File: src/rtl/video_pkg.sv
// Shared framebuffer constants, command encodings and writer state type.
// Optional PLOT support is enabled with VIDEO_PAGE_WRITER_PLOT_EN.
package video_pkg;

  localparam int WIDTH     = 320;
  localparam int HEIGHT    = 200;
  localparam int NUM_PAGES = 4;
  localparam int PIX_W     = 4;
  localparam int ADDR_W    = 18;
  localparam int PAGE_SIZE = WIDTH * HEIGHT;

  localparam logic [1:0] OP_FILL = 2'd0;
  localparam logic [1:0] OP_COPY = 2'd1;
  localparam logic [1:0] OP_PLOT = 2'd2;
  localparam logic [1:0] OP_RSVD = 2'd3;

  typedef enum logic [2:0] {
    ST_IDLE,
    ST_FILL,
    ST_COPY,
    ST_DRAIN,
    ST_DONE
`ifdef VIDEO_PAGE_WRITER_PLOT_EN
    , ST_PLOT
`endif
  } wr_state_t;

endpackage

File: src/rtl/page_addr_gen.sv
// Maps (page, row, column) to a linear page RAM address.
// Only used for command start addresses, so constant multiplies are fine here.
module page_addr_gen #(
  parameter int WIDTH  = video_pkg::WIDTH,
  parameter int HEIGHT = video_pkg::HEIGHT,
  parameter int PAGE_W = 2,
  parameter int ADDR_W = video_pkg::ADDR_W
) (
  input  logic [PAGE_W-1:0] page,
  input  logic [7:0]        y,
  input  logic [8:0]        x,
  output logic [ADDR_W-1:0] addr
);

  localparam logic [ADDR_W-1:0] PAGE_SZ = ADDR_W'(WIDTH * HEIGHT);
  localparam logic [ADDR_W-1:0] ROW_SZ  = ADDR_W'(WIDTH);

  assign addr = ADDR_W'(page) * PAGE_SZ + ADDR_W'(y) * ROW_SZ + ADDR_W'(x);

endmodule

File: src/rtl/video_page_writer.sv
// Framebuffer write engine: FILL, COPY with vertical scroll, optional PLOT.
// PLOT is built only when VIDEO_PAGE_WRITER_PLOT_EN is defined.
module video_page_writer #(
  parameter int WIDTH     = video_pkg::WIDTH,
  parameter int HEIGHT    = video_pkg::HEIGHT,
  parameter int NUM_PAGES = video_pkg::NUM_PAGES,
  parameter int PIX_W     = video_pkg::PIX_W,
  parameter int ADDR_W    = video_pkg::ADDR_W
) (
  input  logic                         clk,
  input  logic                         reset,
  input  logic                         cmd_valid,
  output logic                         cmd_ready,
  input  logic [1:0]                   cmd_op,
  input  logic [$clog2(NUM_PAGES)-1:0] cmd_page_a,
  input  logic [$clog2(NUM_PAGES)-1:0] cmd_page_b,
  input  logic [PIX_W-1:0]             cmd_color,
  input  logic [8:0]                   cmd_vscroll,
  input  logic [8:0]                   cmd_x,
  input  logic [7:0]                   cmd_y,
  output logic [ADDR_W-1:0]            mem_raddr,
  input  logic [PIX_W-1:0]             mem_rdata,
  output logic [ADDR_W-1:0]            mem_waddr,
  output logic [PIX_W-1:0]             mem_wdata,
  output logic                         mem_we,
  output logic                         busy,
  output logic                         done
);
  import video_pkg::*;

  localparam int PAGE_W = $clog2(NUM_PAGES);

  wr_state_t           state;
  logic [ADDR_W-1:0]   raddr_q, waddr_q, pix_left;
  logic [ADDR_W:0]     delta_q;
  logic [PIX_W-1:0]    wdata_q;
  logic                we_q, done_q, busy_q, ready_q, wsel_rd, row_desc;
  logic [8:0]          col_left;
  logic [7:0]          rows_left;

  logic [8:0]          vs_abs, copy_rows, gen_x;
  logic [7:0]          src_y0, dst_y0, gen_y;
  logic                scroll_down, accept;
  logic [ADDR_W-1:0]   src_addr, dst_addr;
`ifdef VIDEO_PAGE_WRITER_PLOT_EN
  logic                plot_in_range;
`endif

  // Source/destination start rows: scrolling down walks rows bottom-up so
  // a same-page copy never reads a row it already overwrote.
  always_comb begin
    vs_abs      = cmd_vscroll[8] ? (~cmd_vscroll + 9'd1) : cmd_vscroll;
    scroll_down = !cmd_vscroll[8] && (cmd_vscroll != 9'd0);
    copy_rows   = (vs_abs >= 9'(HEIGHT)) ? 9'd0 : 9'(HEIGHT) - vs_abs;
    src_y0      = scroll_down ? 8'(9'(HEIGHT - 1) - vs_abs) : vs_abs[7:0];
    dst_y0      = scroll_down ? 8'(HEIGHT - 1) : 8'd0;
    gen_y       = 8'd0;
    gen_x       = 9'd0;
    if (cmd_op == OP_COPY) begin
      gen_y = src_y0;
    end else if (cmd_op == OP_PLOT) begin
      gen_y = cmd_y;
      gen_x = cmd_x;
    end
  end

`ifdef VIDEO_PAGE_WRITER_PLOT_EN
  assign plot_in_range = (cmd_x < 9'(WIDTH)) && ({1'b0, cmd_y} < 9'(HEIGHT));
`endif

  assign accept = cmd_valid && ready_q;

  page_addr_gen #(.WIDTH(WIDTH), .HEIGHT(HEIGHT), .PAGE_W(PAGE_W), .ADDR_W(ADDR_W)) u_src_addr (
    .page (cmd_page_a),
    .y    (gen_y),
    .x    (gen_x),
    .addr (src_addr)
  );

  page_addr_gen #(.WIDTH(WIDTH), .HEIGHT(HEIGHT), .PAGE_W(PAGE_W), .ADDR_W(ADDR_W)) u_dst_addr (
    .page (cmd_page_b),
    .y    (dst_y0),
    .x    (9'd0),
    .addr (dst_addr)
  );

  always_ff @(posedge clk) begin
    if (reset) begin
      state     <= ST_IDLE;
      raddr_q   <= '0;
      waddr_q   <= '0;
      pix_left  <= '0;
      delta_q   <= '0;
      wdata_q   <= '0;
      we_q      <= 1'b0;
      done_q    <= 1'b0;
      busy_q    <= 1'b0;
      ready_q   <= 1'b1;
      wsel_rd   <= 1'b0;
      row_desc  <= 1'b0;
      col_left  <= '0;
      rows_left <= '0;
    end else begin
      case (state)
        ST_IDLE, ST_DONE: begin
          state   <= ST_IDLE;
          done_q  <= 1'b0;
          busy_q  <= 1'b0;
          ready_q <= 1'b1;
          we_q    <= 1'b0;
          wsel_rd <= 1'b0;
          if (accept) begin
            case (cmd_op)
              OP_FILL: begin
                state    <= ST_FILL;
                we_q     <= 1'b1;
                waddr_q  <= src_addr;
                wdata_q  <= cmd_color;
                pix_left <= ADDR_W'(WIDTH * HEIGHT - 1);
                busy_q   <= 1'b1;
                ready_q  <= 1'b0;
              end
              OP_COPY: begin
                if (copy_rows == 9'd0) begin
                  state  <= ST_DONE;
                  done_q <= 1'b1;
                end else begin
                  state     <= ST_COPY;
                  raddr_q   <= src_addr;
                  delta_q   <= {1'b0, dst_addr} - {1'b0, src_addr};
                  col_left  <= 9'(WIDTH - 1);
                  rows_left <= 8'(copy_rows - 9'd1);
                  row_desc  <= scroll_down;
                  busy_q    <= 1'b1;
                  ready_q   <= 1'b0;
                end
              end
`ifdef VIDEO_PAGE_WRITER_PLOT_EN
              OP_PLOT: begin
                state   <= ST_PLOT;
                we_q    <= plot_in_range;
                waddr_q <= src_addr;
                wdata_q <= cmd_color;
                busy_q  <= 1'b1;
                ready_q <= 1'b0;
              end
`endif
              default: begin
                state  <= ST_DONE;
                done_q <= 1'b1;
              end
            endcase
          end
        end
        ST_FILL: begin
          if (pix_left == '0) begin
            state   <= ST_DONE;
            we_q    <= 1'b0;
            done_q  <= 1'b1;
            busy_q  <= 1'b0;
            ready_q <= 1'b1;
          end else begin
            waddr_q  <= waddr_q + 1'b1;
            pix_left <= pix_left - 1'b1;
          end
        end
        ST_COPY: begin
          // The write lands one cycle after its read, when mem_rdata is valid.
          we_q    <= 1'b1;
          wsel_rd <= 1'b1;
          waddr_q <= ADDR_W'({1'b0, raddr_q} + delta_q);
          if (col_left == 9'd0) begin
            if (rows_left == 8'd0) begin
              state <= ST_DRAIN;
            end else begin
              col_left  <= 9'(WIDTH - 1);
              rows_left <= rows_left - 1'b1;
              raddr_q   <= row_desc ? raddr_q - ADDR_W'(2 * WIDTH - 1) : raddr_q + 1'b1;
            end
          end else begin
            col_left <= col_left - 1'b1;
            raddr_q  <= raddr_q + 1'b1;
          end
        end
        ST_DRAIN: begin
          state   <= ST_DONE;
          we_q    <= 1'b0;
          wsel_rd <= 1'b0;
          done_q  <= 1'b1;
          busy_q  <= 1'b0;
          ready_q <= 1'b1;
        end
`ifdef VIDEO_PAGE_WRITER_PLOT_EN
        ST_PLOT: begin
          state   <= ST_DONE;
          we_q    <= 1'b0;
          done_q  <= 1'b1;
          busy_q  <= 1'b0;
          ready_q <= 1'b1;
        end
`endif
        default: state <= ST_IDLE;
      endcase
    end
  end

  assign cmd_ready = ready_q;
  assign busy      = busy_q;
  assign done      = done_q;
  assign mem_we    = we_q;
  assign mem_raddr = raddr_q;
  assign mem_waddr = waddr_q;
  assign mem_wdata = wsel_rd ? mem_rdata : wdata_q;

endmodule
File: config.mk
export PLATFORM = sky130hd
export DESIGN_NAME = video_page_writer
export DESIGN_NICKNAME = d
export VERILOG_FILES = /design/src/rtl/video_pkg.sv /design/src/rtl/page_addr_gen.sv /design/src/rtl/video_page_writer.sv
export SDC_FILE = /design/constraint.sdc
export NUM_CORES = 1
export LEC_CHECK = 0
export CORE_MARGIN = 3
export CORE_UTILIZATION = 50
export DETAILED_ROUTE_END_ITERATION = 16
export PLACE_DENSITY = 0.72
export SLEW_MARGIN = 5
export SYNTH_ARGS = -nofsm -noshare
export SYNTH_HDL_FRONTEND = slang
export SYNTH_SLANG_ARGS = --single-unit
File: constraint.sdc
create_clock -name clk -period 13.95 [get_ports clk]
set_clock_uncertainty 0.05 [all_clocks]
set_input_delay 3.4875 -clock clk [delete_from_list [all_inputs] [get_ports clk]]
set_output_delay 3.4875 -clock clk [all_outputs]
set_load 0.01 [all_outputs]
==> results of run 1 <==
[layout make-up]
cell class / instances / area (µm²)
sequential: 102 / 2040
timing repair buffer: 93 / 911
multi-input combinational: 864 / 5970
inverter: 46 / 173
clock buffer: 9 / 225
tap: 216 / 270
fill: 1521 / 6490
clock inverter: 7 / 93.8
[logic make-up after synthesis]
family | after synthesis | synth area share
simple gates | 370 | 0.217
flops | 102 | 0.243
xor+xnor | 85 | 0.0929
compound gates | 312 | 0.253
buf+inv | 94 | 0.0472
fa+ha+maj | 79 | 0.125
mux | 18 | 0.0220
[layer usage]
layer	up-vias	part of all wire	GRT usage	wire length (µm)
met4	0	0.032	0.0963	744
li1	4024	-	-	-
met5	-	0	0	0
met2	258	0.47	0.429	10900
met1	3776	0.44	0.326	10200
met3	40	0.052	0.0305	1200
[power groups by stage]
stage	logic (mW)	clock network, mW	registers [mW]
5_1_grt	0.737	0.286	0.409
2_1_floorplan	0.480	0	0.397
3_3_place_gp	0.646	0	0.407
3_5_place_dp	0.655	0	0.408
4_1_cts	0.660	0.273	0.401
6_report	0.662	0.268	0.402
[final timing paths]
kind / cells past startpoint / startpoint / endpoint
setup / recovery: 30 / cmd_vscroll[0] / delta_q[16]
hold / removal: 2 / wdata_q[0] / wdata_q[0]
setup reg to reg: 11 / col_left[0] / mem_raddr[15]
hold reg to reg: 2 / wdata_q[0] / wdata_q[0]
[state kept, by name (all words and copies together), names as in the netlist]
signal and count:
delta_q 18, mem_raddr 18, mem_waddr 18, pix_left 18
col_left 9, rows_left 8, wdata_q 4, state 3
busy 1, cmd_ready 1, done 1, mem_we 1
row_desc 1, wsel_rd 1
[worst max-delay path, delay by kind of cell]
| kind | cells | cell delay [ns] |
|---|---|---|
| adder cells (fa/ha/maj) | 7 | 2.29 |
| XOR/XNOR | 3 | 0.59 |
| buffers and inverters | 4 | 1.05 |
| AO/OA/AOI/OAI | 12 | 2.49 |
| AND/OR/NAND/NOR | 4 | 0.77 |
[through the flow]
step | hold WS, ns | utilization | power [mW]
final | 0.413 | 0.599 | 1.33
after CTS | 0.415 | 0.599 | 1.33
after detailed placement | 0.402 | 0.579 | 1.06
after global routing | 0.444 | 0.599 | 1.43
after floorplan | 0.384 | - | 0.876
after global placement | 0.397 | 0.579 | 1.05
[cells in the final DEF (no fill, tap or decap), types with 11 or more instances in the layout]
cell type / instances
a31oi_1: 13
clkdlybuf4s50_1: 85
a211oi_1: 22
nor3_1: 48
a21oi_1: 103
dfxtp_1: 102
xor2_1: 28
mux2i_1: 14
and3_1: 15
inv_1: 45
nor2_1: 104
o21ai_0: 39
ha_1: 71
nand2_1: 85
nand2b_1: 12
nand3_1: 32
xnor2_1: 53
a21o_1: 11
==> flow_summary.yaml, run 1 <==
power_and_ir_drop:
  clkPwrFrac: 0.201
  power_density_nw_per_um2: 137
  p_leak_nw: 3.78
  p_seq_frac: 0.302
  p_sw_mw: 0.566
  switching_share: 0.426
  p_int_mw: 0.765
  pwr-share-comb: 0.497
  vdd_drop_max_mv: 0.0801
cells_and_area:
  drive_gt1_frac: 0.0624
  fin_area_um2: 9680
  n_antenna_cell: 0
  instances_no_fill: 1337
  area_growth_pct: 15.2
  fin_nets: 1238
run_status:
  status: "finished, final reports clean"
route:
  wirelength_mm: 23.0
  first_iter_violations: 621
  routed-via-count: 8098
  drt_pre_antenna_iters: 5
  drc: 0
  wl_per_cell_um: 17.2
  antenna_left: 0
  avgViaCountPerCell: 6.06
clock_network:
  cts.sinks: 102
  cts_tree: "built"
  cts_root_buf: "clkbuf_16"
  post_cts_resized: 0
  postCtsSetupRepairBufs: 0
  postCtsHoldBufs: 0
  clk_pin_slew_ns: 0.09
  clock_path_buffers: 2
  numCtsBuffers: 9
  htreeDepth: 3
  insertion_delay_ns: 0.36
sta:
  rsz0062_at_grt: "no"
  hold_viol: 0
  slew_headroom: 0.329
  setup_viol: 0
  postLayoutSetupSlackWorst_ns: 3.49
  fmax_mhz: 95.6
  period_needed_ns: 10.46
  finalSetupTns_ns: 0
  tightest_slew_ns: 0.997
  slew_violations: 0
  fin_crit_sh: 0.750
floorplan:
  rows: 46
  dieArea_um2: 18400
  die_h_um: 136
  die_w_um: 136
  start_util: 0.520
  io_pins: 87
  coreArea_um2: 16200
synthesis:
  synth_cell_types: 86
  synth_top_area_share: 0.243
  synth_nets: 1182
  netlist_instances: 1060
  async_reset_ff_frac: 0
  synth-seq-cells: 102
  yosys_warnings: 0
  synth_flop_cell: "dfxtp_1"
  synth_edf_count: 0
  syn_area_um2: 8400
  avgSynthCellArea_um2: 7.93
  yosysMostFrequentCell: "nor2_1"
  synth_common_cells: "nor2_1, a21oi_1, dfxtp_1"
  synth_area_leaders: "dfxtp_1, ha_1, a21oi_1"
  ys_seq_area_frac: 0.243
  synth_largest_area_cell: "dfxtp_1"
place:
  placed_area_um2: 9370
  dp.cells: 1321
  numPortBuffers: 86
  dp_hpwl_mm: 17.4
  pre_cts_ws_ns: 3.17
  gp_congestion: 0.891
global_route:
  gr-total-overflow: 0
  grt_antenna_before_repair: 0
  grt_util_all_layers: 0.252
  grt_start_max_net_pins: 57
  grt_pass1_vias: 7584
  grt_pass1_wl_mm: 37.6
worst_setup_path:
  crit_top_cell: "ha_1"
  startpoint_type: "primary input"
  r2r_setup_slack_ns: 10.01
  critPathMaxFanout: 7
  worstPathRequired_ns: 14.18
  path_class: "in2reg"
  critPathArrivalTime_ns: 10.69
  crit_slowest_cell: "clkdlybuf4s50_1"
  cpPeakStageDelay_ns: 0.56
  cp-end-kind: "flop"
min_path:
  hold_path_class: "reg2reg"
run:
  maxCapViolations: 0
Note: power is estimated with default switching activity, not from simulation.
==> run 2: changes to the inputs <==
==> constraint.sdc (replaced) <==
create_clock -name clk -period 10.62 [get_ports clk]
set_clock_uncertainty 0.05 [all_clocks]
set_input_delay 2.655 -clock clk [delete_from_list [all_inputs] [get_ports clk]]
set_output_delay 2.655 -clock clk [all_outputs]
set_load 0.01 [all_outputs]
==> run 2 against run 1 <==
Compared with the run above: hold slack improved by 0.0022 ns; sequential power up 31%; non-clock buffer count unchanged; sequential cell count unchanged; highest routed layer unchanged; final cell count unchanged; register-to-register slack lost 3.4 ns; sequential share of layout area about the same; design area about the same.
==> flow_summary.yaml, run 2 (synthesis gave the netlist of run 1 again) <==
run_status:
  status: "finished, final reports clean"
route:
  routed-via-count: 8141
  m1WireLength_mm: 10.2
  top_layer: "met4"
  wl_met2_mm: 11.3
  avgViaCountPerCell: 6.09
  first_iter_violations: 562
  wirelength_mm: 23.6
  drt_pre_antenna_iters: 7
  met3_length_mm: 1.22
  wl_per_cell_um: 17.6
  antenna_left: 0
  drc: 0
clock_network:
  cts_tree: "built"
  cts_root_buf: "clkbuf_16"
  postCtsSetupRepairBufs: 0
  clock_path_buffers: 2
  insertion_delay_ns: 0.36
  htreeDepth: 3
  post_cts_resized: 0
  postCtsHoldBufs: 0
  numCtsBuffers: 9
  clk_pin_slew_ns: 0.08
  cts.sinks: 102
power_and_ir_drop:
  vdd_drop_max_mv: 0.115
  power_density_nw_per_um2: 182
  p_leak_nw: 3.78
worst_setup_path:
  critPathMaxFanout: 7
  path_class: "in2reg"
  cp-end-kind: "flop"
  crit_slowest_cell: "clkdlybuf4s50_1"
  cpPeakStageDelay_ns: 0.56
  crit_top_cell: "ha_1"
  critPathArrivalTime_ns: 9.74
  startpoint_type: "primary input"
  worstPathRequired_ns: 10.86
global_route:
  grt_pass1_wl_mm: 38.6
  gr-total-overflow: 0
  grt_start_max_net_pins: 70
  grt_pass1_vias: 7707
  grt_util_all_layers: 0.258
  grt_antenna_before_repair: 0
place:
  dp_hpwl_mm: 17.6
  numPortBuffers: 86
  dp.cells: 1321
  gp_congestion: 0.917
min_path:
  hold_path_class: "reg2reg"
sta:
  fin_crit_sh: 0.895
  setup_viol: 0
  slew_headroom: 0.367
  period_needed_ns: 9.51
  rsz0062_at_grt: "no"
  finalSetupTns_ns: 0
  slew_violations: 0
  fmax_mhz: 105
  tightest_slew_ns: 0.940
  hold_viol: 0
floorplan:
  die_w_um: 136
  io_pins: 87
  start_util: 0.520
  rows: 46
  dieArea_um2: 18400
  coreArea_um2: 16200
  die_h_um: 136
cells_and_area:
  fill_cells: 1493
  fin_nets: 1238
  n_antenna_cell: 0
  layout_common_cells: "nor2_1, a21oi_1, dfxtp_1"
  area_growth_pct: 15.2
  drive_gt1_frac: 0.0624
  final_common_cell: "nor2_1"
  instances_no_fill: 1337
run:
  maxCapViolations: 0
run 2: cell types whose count changed in the layout (fill, tap and decap cells not counted):
cell / delta
bufinv_16: +1
clkinv_8: -3
clkinvlp_4: +1
inv_12: -1
inv_8: +2
run 2: final cells by class:
cell class              instances  area [µm²]  area share
repair buffers                 93         911      0.0941
clock inverters                 7        88.8     0.00918
inverters                      46         173      0.0178
clock buffers                   9         225      0.0233
flip-flops and latches        102        2040       0.211
multi-input cells             864        5970       0.617
well taps                     216         270      0.0279
run 2: routing by layer:
layer / vias to the layer above / GRT usage
li1: 4000 / -
met1: 3873 / 0.326
met2: 217 / 0.436
met3: 51 / 0.0453
met4: 0 / 0.107
met5: - / 0
run 2: metrics by stage:
stage	hold WS (ns)	setup slack, ns	total power, mW	util	cell area, µm²
after floorplan	0.384	1.91	1.15	-	8400
after global placement	0.396	1.00	1.39	0.579	9370
after detailed placement	0.402	0.783	1.40	0.579	9370
after CTS	0.417	1.12	1.76	0.598	9680
after global routing	0.447	0.553	1.89	0.598	9680
final	0.415	1.11	1.76	0.598	9680
run 2: worst paths after layout:
| check | start | end | slack (ns) | cells after the start |
|---|---|---|---|---|
| setup / recovery | cmd_vscroll[0] | delta_q[16] | 1.11 | 30 |
| hold / removal | wdata_q[1] | wdata_q[1] | 0.42 | 2 |
| setup reg to reg | col_left[0] | mem_raddr[15] | 6.63 | 11 |
| hold reg to reg | wdata_q[1] | wdata_q[1] | 0.42 | 2 |
run 2: critical path: cells and delay by family:
family | cells | cell delay [ns]
xor gates and xnor gates | 3 | 0.59
adders and majority gates | 7 | 2.33
buffers and inverters | 4 | 1.03
AOI/OAI and AO/OA | 12 | 2.39
and+or+nand+nor | 4 | 0.76
run 2: where the power goes:
group          switching [mW]  total, mW  internal, mW
clock network           0.169      0.359         0.190
registers              0.0820      0.528         0.446
logic                   0.486      0.873         0.387
total                   0.738       1.76          1.02
